===== src/rtl/uart_txfifo_mod_if.sv =====
// Byte-push and status bundle between an upstream byte producer and the buffered UART transmitter.
interface uart_txfifo_mod_if #(
  parameter int DEPTH_LOG2 = 4
);
  logic                  iEn;
  logic [7:0]            iData;
  logic                  oFull;
  logic                  oEmpty;
  logic                  oBusy;
  logic                  oOverflow;
  logic [DEPTH_LOG2:0]   oCount;
  logic                  TXD;

  modport master (
    output iEn, iData,
    input  oFull, oEmpty, oBusy, oOverflow, oCount, TXD
  );

  modport slave (
    input  iEn, iData,
    output oFull, oEmpty, oBusy, oOverflow, oCount, TXD
  );
endinterface


===== src/rtl/uart_txfifo_mod.sv =====
// Buffered 8N1 UART transmitter: a small byte FIFO feeding a bit-timed shift FSM.
module uart_txfifo_mod #(
  parameter int BPS_COUNT  = 434,
  parameter int DEPTH_LOG2 = 4
) (
  input  logic             CLOCK,
  input  logic             RESET,
  uart_txfifo_mod_if.slave bus
);
  localparam int DEPTH = 1 << DEPTH_LOG2;
  localparam int CNT_W = 11;

  typedef enum logic [1:0] {IDLE, START, DATA, STOP} state_t;

  state_t                state, state_nx;
  logic [7:0]            mem [DEPTH];
  logic [DEPTH_LOG2-1:0] wr_ptr, rd_ptr;
  logic [DEPTH_LOG2:0]   count;
  logic                  overflow;
  logic [CNT_W-1:0]      bit_cnt;
  logic [2:0]            bit_idx;
  logic [7:0]            shift;
  logic                  full, empty, push, pop, bit_done, txd;

  // Full/empty come from the pre-edge count, so a write while full is dropped even on a pop edge.
  assign full     = (count == (DEPTH_LOG2+1)'(DEPTH));
  assign empty    = (count == '0);
  assign push     = bus.iEn && !full;
  assign bit_done = (bit_cnt == CNT_W'(BPS_COUNT - 1));

  always_comb begin
    state_nx = state;
    pop      = 1'b0;
    case (state)
      IDLE:  if (!empty) begin
               pop      = 1'b1;
               state_nx = START;
             end
      START: if (bit_done) state_nx = DATA;
      DATA:  if (bit_done && bit_idx == 3'd7) state_nx = STOP;
      STOP:  if (bit_done) state_nx = IDLE;
      default: state_nx = IDLE;
    endcase
  end

  always_ff @(posedge CLOCK or negedge RESET) begin
    if (!RESET) state <= IDLE;
    else        state <= state_nx;
  end

  always_ff @(posedge CLOCK or negedge RESET) begin
    if (!RESET) begin
      wr_ptr   <= '0;
      rd_ptr   <= '0;
      count    <= '0;
      overflow <= 1'b0;
    end else begin
      if (push) wr_ptr <= wr_ptr + 1'b1;
      if (pop)  rd_ptr <= rd_ptr + 1'b1;
      case ({push, pop})
        2'b10:   count <= count + 1'b1;
        2'b01:   count <= count - 1'b1;
        default: count <= count;
      endcase
      if (bus.iEn && full) overflow <= 1'b1;
    end
  end

  always_ff @(posedge CLOCK) begin
    if (push) mem[wr_ptr] <= bus.iData;
  end

  // Bit timing: counter runs only outside IDLE and restarts at every bit boundary.
  always_ff @(posedge CLOCK or negedge RESET) begin
    if (!RESET) begin
      bit_cnt <= '0;
      bit_idx <= '0;
      shift   <= '0;
    end else begin
      if (state == IDLE || bit_done) bit_cnt <= '0;
      else                           bit_cnt <= bit_cnt + 1'b1;
      if (state != DATA)  bit_idx <= '0;
      else if (bit_done)  bit_idx <= bit_idx + 3'd1;
      if (pop) shift <= mem[rd_ptr];
    end
  end

  always_comb begin
    txd = 1'b1;
    case (state)
      START:   txd = 1'b0;
      DATA:    txd = shift[bit_idx];
      default: txd = 1'b1;
    endcase
  end

  assign bus.TXD       = txd;
  assign bus.oFull     = full;
  assign bus.oEmpty    = empty;
  assign bus.oBusy     = !empty || (state != IDLE);
  assign bus.oOverflow = overflow;
  assign bus.oCount    = count;
endmodule


===== src/flat_wrapper.sv =====
// flat-port wrapper written by rule: the top's interface ports become plain ports
module uart_txfifo_mod_flat 
#(
  parameter int BPS_COUNT  = 434,
  parameter int DEPTH_LOG2 = 4
)
  (CLOCK, RESET, bus_iEn, bus_iData, bus_oFull, bus_oEmpty, bus_oBusy, bus_oOverflow, bus_oCount, bus_TXD);
  uart_txfifo_mod_if #(.DEPTH_LOG2(DEPTH_LOG2)) bus_i ();
  input  logic CLOCK;
  input  logic RESET;
  input wire logic [$bits(bus_i.iEn)-1:0] bus_iEn;
  input wire logic [$bits(bus_i.iData)-1:0] bus_iData;
  output wire logic [$bits(bus_i.oFull)-1:0] bus_oFull;
  output wire logic [$bits(bus_i.oEmpty)-1:0] bus_oEmpty;
  output wire logic [$bits(bus_i.oBusy)-1:0] bus_oBusy;
  output wire logic [$bits(bus_i.oOverflow)-1:0] bus_oOverflow;
  output wire logic [$bits(bus_i.oCount)-1:0] bus_oCount;
  output wire logic [$bits(bus_i.TXD)-1:0] bus_TXD;
  assign bus_i.iEn = bus_iEn;
  assign bus_i.iData = bus_iData;
  assign bus_oFull = bus_i.oFull;
  assign bus_oEmpty = bus_i.oEmpty;
  assign bus_oBusy = bus_i.oBusy;
  assign bus_oOverflow = bus_i.oOverflow;
  assign bus_oCount = bus_i.oCount;
  assign bus_TXD = bus_i.TXD;
  uart_txfifo_mod #(.BPS_COUNT(BPS_COUNT), .DEPTH_LOG2(DEPTH_LOG2)) u_core (.CLOCK(CLOCK), .RESET(RESET), .bus(bus_i));
endmodule

===== config.mk =====
export PLATFORM = sky130hd
export DESIGN_NAME = uart_txfifo_mod_flat
export DESIGN_NICKNAME = d
export VERILOG_FILES = /design/src/rtl/uart_txfifo_mod_if.sv /design/src/rtl/uart_txfifo_mod.sv /design/src/flat_wrapper.sv
export SDC_FILE = /design/constraint.sdc
export NUM_CORES = 1
export LEC_CHECK = 0
export CORE_MARGIN = 2
export CORE_UTILIZATION = 55
export DETAILED_ROUTE_END_ITERATION = 7
export PLACE_DENSITY_LB_ADDON = 0.2
export SLEW_MARGIN = 20
export SYNTH_ARGS = -nofsm -noshare
export SYNTH_HDL_FRONTEND = slang
export SYNTH_SLANG_ARGS = --single-unit

===== constraint.sdc =====
create_clock -name CLOCK -period 4.7 [get_ports CLOCK]
set_input_delay 0.47 -clock CLOCK [delete_from_list [all_inputs] [get_ports CLOCK]]
set_output_delay 0.47 -clock CLOCK [all_outputs]
set_load 0.01 [all_outputs]

==> summary.md <==
| Metric | Value |
|---|---|
| Status | `finished clean` |
| Worst Hold Class | `in -> async` |
| Fin util | `0.629` |
| Post-synthesis mux area share | `0.137` |
| Max-cap violations | `0` |
| Routability cong. | `between 0.7 and 0.8` |
| Final ANT Viol Nets | `0` |
| Post-Route WL | `~13 mm` |
| Post_cts resized | `0` |
| Num CTS Buffers | `17` |
| XOR/XNOR Fraction of Synth Area | `0.0263` |
| Pre-CTS setup slack | `roughly 1.7 ns` |
| Die Wd | `around 120 µm` |
| Design area | `7870 µm²` |
| 1st-iter DRT viols | `roughly 340` |
| Routed WL per cell | `between 20 and 25 µm` |
| PwrDens | `between 400 and 500 nW/µm²` |
| Final period util | `0.593` |
| P&R area growth vs syn | `12.4%` |
| Via count | `about 3500` |
| Fin crit period | `2.79 ns` |
| Register clock-pin slew on the reported worst setup and hold paths | `around 0.06 ns` |
| Final setup viols | `0` |
| Fillcell total | `941` |
| Leakage | `between 2 and 3 nW` |
| CTS tree | `yes` |
| RR Endpoint | `u_core.bus.oCount[4]` |
| Crit Path Category | `reg -> reg` |
| Final Hold Viols | `0` |
| Clock Latency Late Sink | `between 0.4 and 0.5 ns` |
| Origin of the critical flop-to-flop path | `u_core.bus.oCount[2]` |
| Normalized max-slew margin | `0.398` |
| Clock Sinks | `~170` |
| Clock skew | `0.00642 ns` |
| Pins Over Slew Limit | `0` |
| Seq cells post-synth | `about 170` |
| Tot Pwr | `3.53 mW` |
| Crit Path Max Fanout | `22` |
| WP data required | `roughly 5 ns` |
| Starting Density | `0.559` |
| Peak VDD IR | `about 0.00026 V` |
| Share of cells above drive strength 1 | `0.187` |
| First-pass GRT wire length | `approximately 20 mm` |
| Hold Buf Count CTS | `0` |
| Top FF cell, synth | `edfxtp_1` |
| Post-synthesis compound-gate area fraction | `0.0398` |
| Most frequent cells in the layout | `edfxtp_1, dfrtp_1, nor2_1, mux4_2, clkdlybuf4s50_1` |
| Die ar. | `13600 µm²` |
| Synth Instances | `400` |
| Core Region | `approximately 13000 µm²` |
| Avg Cell Area, Syn | `roughly 18 µm²` |
| Reg2reg setup slack | `roughly 1.9 ns` |
| Worst EP arrival | `about 3.1 ns` |
| Most common cell after layout, fill and taps aside | `edfxtp_1` |
| DR vias/cell | `5.80` |
| Crit path to | `u_core.bus.oCount[4]` |
| Largest family of logic cells by synthesized area | `multiplexers` |
| Antenna Cells | `0` |
| Synth Area in Simple Gates | `0.0586` |
| EDFF count, synth | `between 100 and 150` |
| Remaining DRCs | `0` |
| # nets final | `about 450` |
| Largest net degree at the start of global routing | `39` |
| Die Ht | `117 µm` |
| CP Launch Type | `flip-flop` |
| All-Layer GR Usage | `0.203` |
| Final WS setup | `1.91 ns` |
| R2R depth | `10` |
| Final TNS setup | `0 ns` |
| 1st-pass router iterations | `4` |
| Io pins | `21` |
| Cell Area, Synth | `7000 µm²` |
| Max Clock Freq | `between 300 and 400 MHz` |
| Unrepaired setup endpoints after global routing | `no` |
| Dpl hpwl | `8.02 mm` |
| Syn_nets | `428` |
| Row count | `about 40` |
| Asr flop ratio synth | `0.229` |
| H-tree lvl count | `4` |
| Tightest Pin Transition | `0.899 ns` |
| Clk root buf | `clkbuf_16` |
| Sequential-to-total area share from yosys stat | `0.685` |
| Crit path capture type | `flip-flop` |
| Placed Area | `7310 µm²` |
| Synth Area in Adders | `0.0304` |
| Postcts setup bufs | `0` |
| Initial antenna violation count | `0` |
| Distinct cells, synth | `between 40 and 50` |
| GRT overflow | `0` |
| Yosys warns | `0` |
| Worst Setup SP | `u_core.bus.oCount[2]` |
| Vias in the first global route | `approximately 3400` |
| Port buffer count | `20` |
| CTS Buffer Depth | `2` |
[logic make-up (layout without fill, tap and decap cells)]
logic type                 after synthesis  count (layout)
AOI/OAI and AO/OA                       42              42
adders and majority gates               17              17
xor gates and xnor gates                21              21
muxes                                   49              49
DFF                                    166             166
buffers and inverters                   30              64
and+or+nand+nor                         75              75
[stage by stage]
stage | hold WS, ns | cells
2_1_floorplan | 0.174 | 400
3_3_place_gp | 0.446 | 574
3_5_place_dp | 0.452 | 574
4_1_cts | 0.183 | 606
5_1_grt | 0.224 | 606
6_report | 0.151 | 606
[layer usage]
layer | track usage | part of all wire | vias to the layer above
met4 | 0.0722 | 0.0094 | 0
li1 | - | - | 1600
met3 | 0.0479 | 0.056 | 11
met5 | 0 | 0 | -
met2 | 0.307 | 0.49 | 116
met1 | 0.294 | 0.44 | 1786
[final cells by class]
class	count	area, µm²	area share
inverters	10	37.5	0.00477
clock buffers	23	468	0.0595
well taps	172	215	0.0273
flip-flops and latches	166	4800	0.610
repair buffers	22	210	0.0267
clock inverters	9	78.8	0.0100
multi-input cells	204	2060	0.262
[worst min-delay path by stage]
stage,to,from
global placement,u_core.bus.oOverflow,u_core.bus.oOverflow
CTS,u_core.rd_ptr[0],RESET
global route,u_core.bit_cnt[8],RESET
floorplan,u_core.bit_cnt[0],RESET
detailed placement,u_core.bus.oOverflow,u_core.bus.oOverflow
finish,u_core.bit_cnt[7],RESET
[state kept, by name, indices dropped and copies added (netlist names)]
name / cells
u_core.mem: 128
u_core.bit_cnt: 11
u_core.shift: 8
u_core.bus.oCount: 5
u_core.rd_ptr: 4
u_core.wr_ptr: 4
u_core.bit_idx: 3
u_core.state: 2
u_core.bus.oOverflow: 1
[critical path, cell delays in order (launching register included)]
cell and delay, ns:
dfrtp_1 0.47, nor4_1 0.46, a21oi_1 0.13, buf_4 0.22, ha_1 0.32, xor2_1 0.20
ha_1 0.22, o211a_1 0.23, o31ai_1 0.19, a31oi_1 0.08, xnor2_1 0.14
[report_power, final]
part	leakage (nW)	switching (mW)	total (mW)	internal, mW
Clock	0.268	0.527	1.28	0.753
Combinational	0.815	0.228	0.401	0.174
Sequential	1.62	0.104	1.85	1.74
Total	2.70	0.859	3.53	2.67
[Yosys cell counts (3+ instances only)]
| cell | n | share of area |
|---|---|---|
| dfrtp_1 | 38 | 0.14 |
| buf_2 | 5 | 0.0036 |
| clkbuf_1 | 7 | 0.0038 |
| a21oi_1 | 12 | 0.0086 |
| buf_1 | 3 | 0.0016 |
| xnor2_1 | 13 | 0.016 |
| xor2_1 | 8 | 0.010 |
| nand4_1 | 4 | 0.0036 |
| and2_1 | 3 | 0.0027 |
| edfxtp_1 | 128 | 0.55 |
| inv_1 | 10 | 0.0054 |
| nor2b_1 | 3 | 0.0027 |
| nor2_1 | 27 | 0.014 |
| nor3_1 | 5 | 0.0036 |
| mux4_2 | 26 | 0.084 |
| nand2_1 | 13 | 0.0070 |
| mux2i_1 | 4 | 0.0057 |
| nand2b_1 | 4 | 0.0036 |
| o21ai_0 | 5 | 0.0036 |
| o22ai_1 | 16 | 0.014 |
| mux2_2 | 10 | 0.016 |
| buf_6 | 3 | 0.0048 |
| ha_1 | 17 | 0.030 |
| mux4_1 | 8 | 0.030 |
(Power assumes the default switching activity.)
